`src/rtl/noc_packetizer_pkg.sv`:
```
// Shared NoC definitions: coordinate widths, flit types,
// head-flit field layout and the packetizer state encoding.
package Noc_parameters;

    localparam int Noc_ID_X_Width = 4;
    localparam int Noc_ID_Y_Width = 4;
    localparam int Noc_Len_Width  = 8;

    typedef enum logic [1:0] {
        FLIT_BODY      = 2'b00,
        FLIT_HEAD      = 2'b01,
        FLIT_TAIL      = 2'b10,
        FLIT_HEAD_TAIL = 2'b11
    } flit_type_e;

    typedef enum logic [1:0] {
        S_IDLE,
        S_WAIT_VC,
        S_HEAD,
        S_BODY
    } pkt_state_e;

    // Head flit is packed LSB-first: dst_x, dst_y, src_x, src_y, len.
    localparam int HEAD_DST_X_OFS = 0;
    localparam int HEAD_DST_Y_OFS = HEAD_DST_X_OFS + Noc_ID_X_Width;
    localparam int HEAD_SRC_X_OFS = HEAD_DST_Y_OFS + Noc_ID_Y_Width;
    localparam int HEAD_SRC_Y_OFS = HEAD_SRC_X_OFS + Noc_ID_X_Width;
    localparam int HEAD_LEN_OFS   = HEAD_SRC_Y_OFS + Noc_ID_Y_Width;

    function automatic int vc_w(input int n);
        return (n > 1) ? $clog2(n) : 1;
    endfunction

endpackage

```
`src/rtl/noc_packetizer_if.sv`:
```
// Request, payload and flit channels between the packetizer
// and its upstream source / downstream router port.
interface noc_packetizer_if
    import Noc_parameters::*;
#(
    parameter int DATA_W = 64,
    parameter int VC_NUM = 2,
    parameter int LEN_W  = 8,
    parameter int ID_X_W = Noc_ID_X_Width,
    parameter int ID_Y_W = Noc_ID_Y_Width
);
    localparam int VC_W = vc_w(VC_NUM);

    logic              req_valid;
    logic              req_ready;
    logic [ID_X_W-1:0] req_dst_x;
    logic [ID_Y_W-1:0] req_dst_y;
    logic [LEN_W-1:0]  req_len;
    logic              data_valid;
    logic              data_ready;
    logic [DATA_W-1:0] data;
    logic              flit_valid;
    logic              flit_ready;
    logic [1:0]        flit_type;
    logic [VC_W-1:0]   flit_vc;
    logic [DATA_W-1:0] flit_data;
    logic [VC_NUM-1:0] vc_ready;

    modport master (
        input  req_valid, req_dst_x, req_dst_y, req_len,
        output req_ready,
        input  data_valid, data,
        output data_ready,
        output flit_valid, flit_type, flit_vc, flit_data,
        input  flit_ready, vc_ready
    );

    modport slave (
        output req_valid, req_dst_x, req_dst_y, req_len,
        input  req_ready,
        output data_valid, data,
        input  data_ready,
        input  flit_valid, flit_type, flit_vc, flit_data,
        output flit_ready, vc_ready
    );

endinterface

```
`src/rtl/noc_packetizer_rr_vc_select.sv`:
```
// Round-robin search: first set bit of i_vc_ready at or
// after i_rr_ptr, wrapping modulo VC_NUM.
module noc_rr_vc_select
    import Noc_parameters::*;
#(
    parameter int VC_NUM = 2,
    parameter int VC_W   = vc_w(VC_NUM)
) (
    input  logic [VC_NUM-1:0] i_vc_ready,
    input  logic [VC_W-1:0]   i_rr_ptr,
    output logic              o_found,
    output logic [VC_W-1:0]   o_index
);
    logic [2*VC_NUM-1:0] w_dbl;

    assign w_dbl = {i_vc_ready, i_vc_ready} >> i_rr_ptr;

    // Scan downward so the lowest offset from the pointer wins.
    always_comb begin
        o_found = 1'b0;
        o_index = '0;
        for (int j = VC_NUM - 1; j >= 0; j--) begin
            if (w_dbl[j]) begin
                o_found = 1'b1;
                o_index = VC_W'((int'(i_rr_ptr) + j) % VC_NUM);
            end
        end
    end

endmodule

```
`src/rtl/noc_packetizer.sv`:
```
// Local-port network interface: turns a (dst, len) request plus
// a payload stream into head/body/tail flits on a round-robin VC.
module noc_packetizer
    import Noc_parameters::*;
#(
    parameter int DATA_W = 64,
    parameter int VC_NUM = 2,
    parameter int LEN_W  = 8,
    parameter int ID_X_W = Noc_ID_X_Width,
    parameter int ID_Y_W = Noc_ID_Y_Width
) (
    input  logic              noc_clk,
    input  logic              noc_rst_n,
    input  logic [ID_X_W-1:0] src_x,
    input  logic [ID_Y_W-1:0] src_y,
    noc_packetizer_if.master  bus
);
    localparam int VC_W = vc_w(VC_NUM);

    pkt_state_e        r_state;
    pkt_state_e        w_next;
    logic [ID_X_W-1:0] r_dst_x;
    logic [ID_Y_W-1:0] r_dst_y;
    logic [ID_X_W-1:0] r_src_x;
    logic [ID_Y_W-1:0] r_src_y;
    logic [LEN_W-1:0]  r_len;
    logic [LEN_W-1:0]  r_remain;
    logic [VC_W-1:0]   r_cur_vc;
    logic [VC_W-1:0]   r_rr_ptr;
    logic              w_found;
    logic [VC_W-1:0]   w_sel;
    logic [VC_W-1:0]   w_ptr_nxt;
    logic              w_req_take;
    logic              w_vc_take;
    logic              w_head_xfer;
    logic              w_body_xfer;

    noc_rr_vc_select #(
        .VC_NUM (VC_NUM),
        .VC_W   (VC_W)
    ) u_vc_sel (
        .i_vc_ready (bus.vc_ready),
        .i_rr_ptr   (r_rr_ptr),
        .o_found    (w_found),
        .o_index    (w_sel)
    );

    assign w_ptr_nxt = (w_sel == VC_W'(VC_NUM - 1)) ? '0 : w_sel + 1'b1;
    assign bus.flit_vc = r_cur_vc;

    always_comb begin
        w_next         = r_state;
        w_req_take     = 1'b0;
        w_vc_take      = 1'b0;
        w_head_xfer    = 1'b0;
        w_body_xfer    = 1'b0;
        bus.req_ready  = 1'b0;
        bus.data_ready = 1'b0;
        bus.flit_valid = 1'b0;
        bus.flit_type  = FLIT_BODY;
        bus.flit_data  = '0;
        unique case (r_state)
            S_IDLE: begin
                bus.req_ready = 1'b1;
                if (bus.req_valid) begin
                    w_req_take = 1'b1;
                    w_next     = S_WAIT_VC;
                end
            end
            S_WAIT_VC: begin
                if (w_found) begin
                    w_vc_take = 1'b1;
                    w_next    = S_HEAD;
                end
            end
            S_HEAD: begin
                bus.flit_valid = 1'b1;
                bus.flit_type  = (r_len == '0) ? FLIT_HEAD_TAIL : FLIT_HEAD;
                bus.flit_data  = DATA_W'({r_len, r_src_y, r_src_x,
                                          r_dst_y, r_dst_x});
                if (bus.flit_ready) begin
                    w_head_xfer = 1'b1;
                    w_next      = (r_len == '0) ? S_IDLE : S_BODY;
                end
            end
            S_BODY: begin
                bus.flit_valid = bus.data_valid;
                bus.data_ready = bus.flit_ready;
                bus.flit_data  = bus.data;
                bus.flit_type  = (r_remain == LEN_W'(1)) ? FLIT_TAIL : FLIT_BODY;
                if (bus.data_valid && bus.flit_ready) begin
                    w_body_xfer = 1'b1;
                    if (r_remain == LEN_W'(1)) w_next = S_IDLE;
                end
            end
            default: w_next = S_IDLE;
        endcase
    end

    always_ff @(posedge noc_clk) begin
        if (!noc_rst_n) begin
            r_state  <= S_IDLE;
            r_dst_x  <= '0;
            r_dst_y  <= '0;
            r_src_x  <= '0;
            r_src_y  <= '0;
            r_len    <= '0;
            r_remain <= '0;
            r_cur_vc <= '0;
            r_rr_ptr <= '0;
        end else begin
            r_state <= w_next;
            if (w_req_take) begin
                r_dst_x <= bus.req_dst_x;
                r_dst_y <= bus.req_dst_y;
                r_src_x <= src_x;
                r_src_y <= src_y;
                r_len   <= bus.req_len;
            end
            if (w_vc_take) begin
                r_cur_vc <= w_sel;
                r_rr_ptr <= w_ptr_nxt;
            end
            // A zero-length packet never enters BODY, so remain stays put.
            if (w_head_xfer && r_len != '0) r_remain <= r_len;
            if (w_body_xfer) r_remain <= r_remain - 1'b1;
        end
    end

endmodule

```
`src/flat_wrapper.sv`:
```
// flat-port wrapper written by rule: the top's interface ports become plain ports
module noc_packetizer_flat import Noc_parameters::*;
#(
    parameter int DATA_W = 64,
    parameter int VC_NUM = 2,
    parameter int LEN_W  = 8,
    parameter int ID_X_W = Noc_ID_X_Width,
    parameter int ID_Y_W = Noc_ID_Y_Width
)
  (noc_clk, noc_rst_n, src_x, src_y, bus_req_valid, bus_req_dst_x, bus_req_dst_y, bus_req_len, bus_req_ready, bus_data_valid, bus_data, bus_data_ready, bus_flit_valid, bus_flit_type, bus_flit_vc, bus_flit_data, bus_flit_ready, bus_vc_ready);
  noc_packetizer_if #(.DATA_W(DATA_W), .VC_NUM(VC_NUM), .LEN_W(LEN_W), .ID_X_W(ID_X_W), .ID_Y_W(ID_Y_W)) bus_i ();
  input  logic noc_clk;
  input  logic noc_rst_n;
  input  logic [ID_X_W-1:0] src_x;
  input  logic [ID_Y_W-1:0] src_y;
  input wire logic [$bits(bus_i.req_valid)-1:0] bus_req_valid;
  input wire logic [$bits(bus_i.req_dst_x)-1:0] bus_req_dst_x;
  input wire logic [$bits(bus_i.req_dst_y)-1:0] bus_req_dst_y;
  input wire logic [$bits(bus_i.req_len)-1:0] bus_req_len;
  output wire logic [$bits(bus_i.req_ready)-1:0] bus_req_ready;
  input wire logic [$bits(bus_i.data_valid)-1:0] bus_data_valid;
  input wire logic [$bits(bus_i.data)-1:0] bus_data;
  output wire logic [$bits(bus_i.data_ready)-1:0] bus_data_ready;
  output wire logic [$bits(bus_i.flit_valid)-1:0] bus_flit_valid;
  output wire logic [$bits(bus_i.flit_type)-1:0] bus_flit_type;
  output wire logic [$bits(bus_i.flit_vc)-1:0] bus_flit_vc;
  output wire logic [$bits(bus_i.flit_data)-1:0] bus_flit_data;
  input wire logic [$bits(bus_i.flit_ready)-1:0] bus_flit_ready;
  input wire logic [$bits(bus_i.vc_ready)-1:0] bus_vc_ready;
  assign bus_i.req_valid = bus_req_valid;
  assign bus_i.req_dst_x = bus_req_dst_x;
  assign bus_i.req_dst_y = bus_req_dst_y;
  assign bus_i.req_len = bus_req_len;
  assign bus_req_ready = bus_i.req_ready;
  assign bus_i.data_valid = bus_data_valid;
  assign bus_i.data = bus_data;
  assign bus_data_ready = bus_i.data_ready;
  assign bus_flit_valid = bus_i.flit_valid;
  assign bus_flit_type = bus_i.flit_type;
  assign bus_flit_vc = bus_i.flit_vc;
  assign bus_flit_data = bus_i.flit_data;
  assign bus_i.flit_ready = bus_flit_ready;
  assign bus_i.vc_ready = bus_vc_ready;
  noc_packetizer #(.DATA_W(DATA_W), .VC_NUM(VC_NUM), .LEN_W(LEN_W), .ID_X_W(ID_X_W), .ID_Y_W(ID_Y_W)) u_core (.noc_clk(noc_clk), .noc_rst_n(noc_rst_n), .src_x(src_x), .src_y(src_y), .bus(bus_i));
endmodule
```
`config.mk`:
```
export PLATFORM = sky130hd
export DESIGN_NAME = noc_packetizer_flat
export DESIGN_NICKNAME = d
export VERILOG_FILES = /design/src/rtl/noc_packetizer_pkg.sv /design/src/rtl/noc_packetizer_if.sv /design/src/rtl/noc_packetizer_rr_vc_select.sv /design/src/rtl/noc_packetizer.sv /design/src/flat_wrapper.sv
export SDC_FILE = /design/constraint.sdc
export NUM_CORES = 1
export LEC_CHECK = 0
export BUFFER_PORTS_ARGS = -buffer_cell sky130_fd_sc_hd__buf_2
export CAP_MARGIN = 40
export CORE_MARGIN = 5
export CORE_UTILIZATION = 34
export DETAILED_ROUTE_END_ITERATION = 12
export PLACE_DENSITY = 0.68
export REMOVE_ABC_BUFFERS = 1
export SYNTH_ARGS = -nofsm -noshare
export SYNTH_HDL_FRONTEND = slang
export SYNTH_SLANG_ARGS = --single-unit
```
`constraint.sdc`:
```
create_clock -name noc_clk -period 2 [get_ports noc_clk]
set_clock_uncertainty 0.2 [all_clocks]
set_input_delay 0.4 -clock noc_clk [delete_from_list [all_inputs] [get_ports noc_clk]]
set_output_delay 0.4 -clock noc_clk [all_outputs]
set_load 0.01 [all_outputs]
```
==> results of run 1 <==
[worst register-to-register path: stages (launching register included)]
cell and delay [ns]:
dfxtp_4 0.41, buf_4 0.19, and4_1 0.40, nand2_1 0.09, o311ai_1 0.26, a21oi_1 0.11
[worst min path at each step]
| stage | end | cells after the start | startpoint | slack, ns |
|---|---|---|---|---|
| final | u_core.r_len[3]$_SDFFE_PN0P_ | 3 | bus_req_len[3] | 0.14 |
| after global routing | u_core.r_src_y[2]$_SDFFE_PN0P_ | 3 | src_y[2] | 0.14 |
| after CTS | u_core.r_len[3]$_SDFFE_PN0P_ | 3 | bus_req_len[3] | 0.13 |
| after detailed placement | u_core.r_dst_y[2]$_SDFFE_PN0P_ | 2 | u_core.r_dst_y[2]$_SDFFE_PN0P_ | 0.25 |
| after global placement | u_core.r_dst_y[0]$_SDFFE_PN0P_ | 2 | u_core.r_dst_y[0]$_SDFFE_PN0P_ | 0.24 |
| after floorplan | u_core.r_dst_x[0]$_SDFFE_PN0P_ | 2 | u_core.r_dst_x[0]$_SDFFE_PN0P_ | 0.24 |
[placed cells by master, fill, tap and decap left out, types with 3 or more instances in the layout]
master / count
buf_4: 19
nand3_1: 7
nand2_1: 54
buf_2: 164
nand2b_1: 4
clkbuf_8: 6
nand4_1: 3
buf_12: 3
nor4_4: 3
a21oi_1: 31
nor3_1: 3
nor2b_1: 24
nor2_1: 6
and2_1: 4
nor2b_2: 3
inv_1: 4
dfxtp_1: 32
mux2i_1: 23
and3_1: 41
o21ai_0: 3
[layout make-up]
type,instances,share of cell area [%]
Timing Repair Buffer,186,29.06
Multi-Input combinational cell,238,43.69
Sequential cell,36,20.75
Clock buffer,8,2.558
Inverter,5,0.5329
Tap cell,96,3.410
[per-stage QoR]
step | instances | power [mW] | hold slack (ns) | TNS [ns]
floorplan | 279 | 1.163 | 0.2357 | -76.80
global placement | 557 | 1.432 | 0.2421 | 0
detailed placement | 557 | 1.452 | 0.2494 | 0
CTS | 569 | 2.004 | 0.1329 | -0.02595
global route | 569 | 2.122 | 0.1400 | -0.1421
finish | 569 | 1.988 | 0.1440 | 0
[per-layer routing]
layer | up-vias | wire length, µm | part of all wire (%)
met4 | 0 | 191 | 2.3
met2 | 115 | 4114 | 50
met5 | - | 0 | 0
met1 | 1230 | 3171 | 39
met3 | 15 | 701 | 8.6
li1 | 1403 | - | -
[power by group through the flow]
stage,sequential (mW),combinational (mW),clock (mW)
after floorplan,0.883,0.280,0
after global placement,0.843,0.590,0
after detailed placement,0.846,0.606,0
after CTS,0.823,0.635,0.546
after global routing,0.832,0.706,0.584
final,0.823,0.633,0.532
[cell families after synthesis]
kind of cell	share of synthesized area, %
DFF	30.13
and+or+nand+nor	38.07
AOI/OAI and AO/OA	13.86
buffers and inverters	6.380
muxes	10.51
adders and majority gates	1.046
[repair_timing]
item | CTS | global route
hold endpoints to repair | 0 | 0
gates resized for setup | 4 | 6
endpoints found under the setup margin | 36 | 7
pin swaps | 5 | 2
setup buffers | 4 | 0
[state kept, by name (all words and copies together), names as in the netlist]
register,flops
u_core.r_len,8
u_core.r_dst_y,4
u_core.r_remain,8
u_core.r_src_x,4
u_core.r_dst_x,4
u_core.r_src_y,4
u_core.r_state,2
u_core.bus.flit_vc,1
u_core.r_rr_ptr,1
==> out/metrics.cfg, run 1 <==
[critical_path]
r2r-start=u_core.r_state[0]$_SDFFE_PN0P_
worstRegToRegCells=5
path_cells=nor4_4 > nand4_1 > o21ai_1 > and2_1 > buf_2
critPathLaunch=u_core.r_remain[4]$_SDFFE_PN0P_
required_ns=1.40
critical_path_class=flop to output port
critical_path.endpoint=bus_flit_type[1]
path_max_fanout=5
crit_cells=5
r2r-end=u_core.r_remain[5]$_SDFFE_PN0P_
arrival_ns=1.39
path_buf_inv=1
path_delay_family=simple AND/OR/NAND/NOR gates
worst_setup_path_start_kind=flop
r2r_slack_ns=0.25
critPathSlowestCell=dfxtp_1
crit_path_max_incr_delay_ns=0.38
end_kind=output port

[placed_design]
dp_hpwl_um=6405
placed_area_um2=3374
place_ws_ns=0.1942
gp_congestion=0.8227
place.port_buffers=164

[floorplanning]
fp-row-count=30
die_x_um=93.88
fp.dieArea_um2=8813
core_um2=6832
ios=165
fp.dieH_um=93.88
start_util_pct=35.02

[logic_synthesis]
synthTopCellsByArea=dfxtp_1, and3_1, mux2i_1, nand2_1, nor2b_1
postSynthCellCount=307
ys_top_cells_by_count=nand2_1, and3_1, dfxtp_1, a21oi_1, nor2b_1
yosysWarningCount=0
async_flop_share_pct=0
ys_seq_area_share_pct=30.13
syn_area_um2=2392
yosysUniqueCellTypes=41
synthFlopType=dfxtp_1
yosysMostFrequentCell=nand2_1
syn_area_per_cell_um2=7.792
yosys.area.top_type_share_pct=30.13
ys_ff_latch=36
synth-edff-count=0
yosysTopAreaCell=dfxtp_1

[global_route]
grt_remaining_overflow=0
grt_pass1_wl_um=12580
antenna_found_initial=0
grt_pass1_vias=2627
grt_max_degree=68
grt_usage_pct=17.78
busiest_layer=met2
globalRouteMet2Util_pct=32.05
grt_use_met1_pct=19.88
met3_usage_pct=4.567

[flow_run]
cap_viol_max_count=0

[sta]
fin_ws_ns=0.007132
fin_crit_sh_pct=99.64
final-hold-violation-count=0
worst_slew_pin_slew_ns=0.4219
fin_crit_ns=1.993
rsz0062_at_grt=yes
setup_violations=0
drv_slew=0
fmax_mhz=501.8
slew_headroom_pct=71.66

[route]
post_drt_via_cell_ratio=4.856
num_vias=2763
drc=0
ant_nets=0
drtIter0Drc=83
firstDrtPassIters=4
wl_per_cell_um=14.37
wl_um=8179

[final_layout]
final_nets=569
stdcell_area_um2=3522
finish.utilization_pct=51.56
multi_input_area_um2=1539
fillers=720
regArea_um2=730.7
drive_gt1_share_pct=44.19
antenna_cells=0
syn2layout_area_growth_pct=47.23

[power]
vdd_drop_max_uv=277.4
p_int_mw=1.368
clockPowerShare_pct=26.8
comb_power_share_pct=31.8
p_leak_nw=1.854
p_per_area_nw_per_um2=564.5
power.switching_mw=0.6205
netSwitchingFraction_pct=31.21
seqPwrFrac_pct=41.4

[cts]
clockBufferDepth=2
htree_levels=2
cts_tree=built
clkSlewWorstSetupHoldPaths_ns=0.07
clk_latency_ns=0.29
cts.sinks=36
hold_buffers=0
clock-root-buffer=clkbuf_8
cts_buffers=5

[run_status]
outcome=finished, final reports clean

[min_path]
worstHoldPathType=input port to flop

Power figures use the tool's default switching activity.
==> run 2: changes to the inputs <==
Settings changed: CORE_MARGIN 5 to 2, PLACE_DENSITY 0.68 to 0.7.
==> run 2 against run 1 <==
Net effect: the run now ends with negative setup slack left; combinational power shrank 2%; core utilization grew 0.49 points; via count shrank 0.40%; critical path type unchanged; critical endpoint unchanged; power grew 4.7%; largest power group unchanged.
==> out/metrics.cfg, run 2 (synthesis gave the netlist of run 1 again) <==
[min_path]
worstHoldPathType=input port to flop
hp-start=bus_req_len[4]

[route]
post_drt_via_cell_ratio=4.854
wl_per_cell_um=13.36
drc=0
firstDrtPassIters=4
num_vias=2752
ant_nets=0
wl_um=7573
drtIter0Drc=75

[sta]
fin_crit_ns=2.018
final-hold-violation-count=0
drv_slew=0
setup_violations=1
rsz0062_at_grt=yes
fin_crit_sh_pct=100.9
fin_ws_ns=-0.01753
fmax_mhz=495.7
setup-tns-final_ns=-0.01753
slew_headroom_pct=70.32
worst_slew_pin_slew_ns=0.4418

[floorplanning]
core_um2=6794
fp-row-count=30
fp.dieH_um=87.88
fp.dieArea_um2=7723
start_util_pct=35.21
die_x_um=87.88
ios=165

[global_route]
grt_pass1_wl_um=11110
grt_max_degree=48
grt_remaining_overflow=0
antenna_found_initial=0
grt_pass1_vias=2450
grt_usage_pct=18.20

[critical_path]
r2r-start=u_core.r_state[0]$_SDFFE_PN0P_
required_ns=1.40
arrival_ns=1.42
worst_setup_path_start_kind=flop
worstRegToRegCells=4
critPathLaunch=u_core.r_len[4]$_SDFFE_PN0P_
r2r_slack_ns=0.23
path_max_fanout=3
critical_path.endpoint=bus_flit_type[1]
end_kind=output port
critical_path_class=flop to output port
r2r-end=u_core.r_remain[6]$_SDFFE_PN0P_

[placed_design]
dp_hpwl_um=5616
placed_cells=553
gp_congestion=0.7762
place.port_buffers=164
placed_area_um2=3332

[power]
p_int_mw=1.457
p_leak_nw=1.862
seqPwrFrac_pct=39.9
comb_power_share_pct=29.9
p_per_area_nw_per_um2=588.7
netSwitchingFraction_pct=30.00
vdd_drop_max_uv=366.4
power.switching_mw=0.6245
power_mw=2.082
clockPowerShare_pct=30.2

[run_status]
outcome=finished with violations
violations=negative setup slack

[cts]
clockBufferDepth=2
cts.sinks=36
clock-root-buffer=clkbuf_8
cts_tree=built
clkSlewWorstSetupHoldPaths_ns=0.07
htree_levels=2
cts_buffers=5
clk_latency_ns=0.29

[flow_run]
cap_viol_max_count=0

[final_layout]
final_common_cell=buf_2
final_nets=567
post_layout_nonfiller_instances=567
fillers=696
syn2layout_area_growth_pct=47.80
top_regs=u_core.r_len x8, u_core.r_remain x8
mostFrequentLayoutCells=buf_2, nand2_1, and3_1
stdcell_area_um2=3536
antenna_cells=0
drive_gt1_share_pct=43.52

==> run 2: how the worst min path moves through the flow <==
stage	end	slack (ns)	cells after the start
after global placement	u_core.r_dst_x[3]$_SDFFE_PN0P_	0.24	2
after floorplan	u_core.r_dst_x[0]$_SDFFE_PN0P_	0.24	2
after CTS	u_core.r_len[4]$_SDFFE_PN0P_	0.13	3
after detailed placement	u_core.r_dst_x[3]$_SDFFE_PN0P_	0.25	2
final	u_core.r_len[4]$_SDFFE_PN0P_	0.14	3
after global routing	u_core.r_dst_x[2]$_SDFFE_PN0P_	0.14	3
==> run 2: final cells by class <==
cell class | instances | area [µm²] | share of cell area (%)
Sequential cell | 36 | 730.7 | 20.67
Inverter | 5 | 18.77 | 0.5308
Clock buffer | 6 | 72.57 | 2.052
Clock inverter | 2 | 35.03 | 0.9908
Tap cell | 96 | 120.1 | 3.397
Multi-Input combinational cell | 238 | 1529 | 43.24
Timing Repair Buffer | 184 | 1030 | 29.12
==> run 2: routing by layer <==
layer | part of all wire [%] | routed length, µm | track usage, % | up-vias
li1 | - | - | - | 1389
met1 | 40 | 2997 | 19.93 | 1243
met2 | 52 | 3912 | 35.19 | 114
met3 | 7.9 | 595 | 4.053 | 6
met4 | 0.90 | 68 | 4.336 | 0
met5 | 0 | 0 | 0 | -
==> run 2: worst max-delay path, cell delays in order, from the launching register on <==
cell     delay [ns]
dfxtp_2        0.34
nor4_4         0.35
nand2_1        0.08
o21ai_1        0.12
and2_1         0.13
buf_2          0.12
==> run 2: timing repair <==
| item | in CTS | in global routing |
|---|---|---|
| setup endpoints to repair | 34 | 27 |
| hold buffers | 0 | 0 |
| pin swaps | 3 | 0 |
| setup buffers | 2 | 3 |
| cloned | 0 | 1 |
| gates resized for setup | 6 | 5 |
==> run 2: per-stage QoR <==
step / util [%] / hold slack [ns] / setup WS [ns]
global route: 52.04 / 0.1413 / -0.1362
detailed placement: 49.04 / 0.2479 / 0.06404
global placement: 49.04 / 0.2447 / 0.1151
finish: 52.04 / 0.1412 / -0.01753
floorplan: - / 0.2357 / -0.9164
CTS: 51.12 / 0.1347 / -0.04780
==> run 2: power groups by stage <==
stage	logic, mW	clock network (mW)	registers [mW]
global placement	0.564	0	0.844
CTS	0.590	0.637	0.831
global route	0.691	0.674	0.839
finish	0.622	0.629	0.831
floorplan	0.280	0	0.883
detailed placement	0.576	0	0.846
==> run 3: changes to the inputs <==
Settings changed: CORE_MARGIN 2 to not set, CORE_UTILIZATION 34 to 42, PLACE_DENSITY 0.7 to 0.83, SKIP_LAST_GASP set to 1.
==> run 3 against run 2 <==
Net effect: the run still ends with negative setup slack left; sequential cell count stayed put; global-route usage is 5.9 points higher; first-iteration DRC count is 41% higher; fmax is 1.6% lower; critical path type unchanged; critical endpoint unchanged; highest routed layer unchanged.
==> out/metrics.cfg, run 3 (synthesis gave the netlist of run 1 again) <==
[cts]
clock-root-buffer=clkbuf_8
clkSlewWorstSetupHoldPaths_ns=0.07
cts_buffers=5
cts_tree=built
hold_buffers=0
clk_latency_ns=0.29
clockBufferDepth=2
htree_levels=2
cts.sinks=36

[global_route]
grt_remaining_overflow=0
grt_usage_pct=24.11
grt_pass1_vias=2607
grt_max_degree=63
grt_pass1_wl_um=11630
antenna_found_initial=0

[floorplanning]
fp.dieH_um=77.47
ios=165
fp.dieArea_um2=6002
start_util_pct=43.44
die_x_um=77.47
core_um2=5507
fp-row-count=27

[critical_path]
critical_path_class=flop to output port
path_max_fanout=5
r2r-start=u_core.r_state[0]$_SDFFE_PN0P_
critical_path.endpoint=bus_flit_type[1]
worstRegToRegCells=5
critPathLaunch=u_core.r_remain[3]$_SDFFE_PN0P_
end_kind=output port
required_ns=1.40
worst_setup_path_start_kind=flop
arrival_ns=1.45
r2r-end=u_core.r_remain[4]$_SDFFE_PN0P_
r2r_slack_ns=0.31

[final_layout]
mostFrequentLayoutCells=buf_2, nand2_1, and3_1
final_nets=572
stdcell_area_um2=3563
syn2layout_area_growth_pct=48.95
drive_gt1_share_pct=44.75
antenna_cells=0
final_common_cell=buf_2
top_regs=u_core.r_len x8, u_core.r_remain x8

[placed_design]
place_ws_ns=0.1673
dp_hpwl_um=5416
gp_congestion=0.8728
place.port_buffers=164
placed_area_um2=3294

[sta]
slew_headroom_pct=73.04
drv_slew=0
setup-tns-final_ns=-0.05037
worst_slew_pin_slew_ns=0.4013
fmax_mhz=487.7
holdWs_ns=0.1327
final-hold-violation-count=0
setup_violations=1
fin_crit_ns=2.050
rsz0062_at_grt=yes
fin_crit_sh_pct=102.5
fin_ws_ns=-0.05037

[run_status]
violations=negative setup slack
outcome=finished with violations

[route]
wl_um=7633
routed-wl-met3_um=520
num_vias=2834
ant_nets=0
post_drt_via_cell_ratio=5.172
highest-signal-layer=met4
wl_met2_um=3927
wl_per_cell_um=13.93
firstDrtPassIters=4
drc=0
drtIter0Drc=106
wl_met1_um=2978

[power]
power_mw=2.120
p_per_area_nw_per_um2=595.0
p_leak_nw=1.893
vdd_drop_max_uv=403.2

[flow_run]
cap_viol_max_count=0

[min_path]
worstHoldPathType=input port to flop

-- run 3: final cells by class --
type | instances | area (µm²)
fillers | 493 | 1943
multi-input cells | 238 | 1528
repair buffers | 189 | 1076
flip-flops and latches | 36 | 739.5
well taps | 72 | 90.09
clock buffers | 5 | 68.82
clock inverters | 3 | 42.54
inverters | 5 | 18.77
-- run 3: worst max-delay path: stages, from the launching register on --
cell and delay, ns:
dfxtp_4 0.37, nor4_4 0.31, nand4_1 0.14, o21ai_1 0.09
and2_1 0.13, buf_2 0.12
-- run 3: repair_timing --
action                                  CTS  global route
cloned                                    0             2
endpoints found under the setup margin   65            35
buffers inserted                          3             7
pin swaps                                 4             2
gates resized for setup                  10             3
-- run 3: how the worst min path moves through the flow --
stage                                               from                             end  slack [ns]  cells past startpoint
after floorplan           u_core.r_dst_x[0]$_SDFFE_PN0P_  u_core.r_dst_x[0]$_SDFFE_PN0P_        0.24                      2
after global placement    u_core.r_src_x[1]$_SDFFE_PN0P_  u_core.r_src_x[1]$_SDFFE_PN0P_        0.25                      2
after detailed placement  u_core.r_dst_x[3]$_SDFFE_PN0P_  u_core.r_dst_x[3]$_SDFFE_PN0P_        0.25                      2
after CTS                                 bus_req_len[7]    u_core.r_len[7]$_SDFFE_PN0P_        0.12                      3
after global routing                    bus_req_dst_x[0]  u_core.r_dst_x[0]$_SDFFE_PN0P_        0.13                      3
final                                     bus_req_len[7]    u_core.r_len[7]$_SDFFE_PN0P_        0.13                      3
-- run 3: through the flow --
stage,cells,utilization (%)
CTS,539,62.67
global placement,528,59.83
floorplan,279,-
detailed placement,528,59.83
finish,548,64.71
global route,548,64.71
-- run 3: power breakdown --
group | total [mW] | internal [mW] | switching (mW) | leakage, nW
clock network | 0.641 | 0.369 | 0.272 | 0.0541
registers | 0.830 | 0.768 | 0.0623 | 0.299
logic | 0.649 | 0.332 | 0.317 | 1.54
-- run 3: routing by layer --
layer / vias up / GRT usage, %
li1: 1407 / -
met1: 1288 / 25.09
met2: 122 / 45.04
met3: 17 / 6.235
met4: 0 / 10.57
met5: - / 0
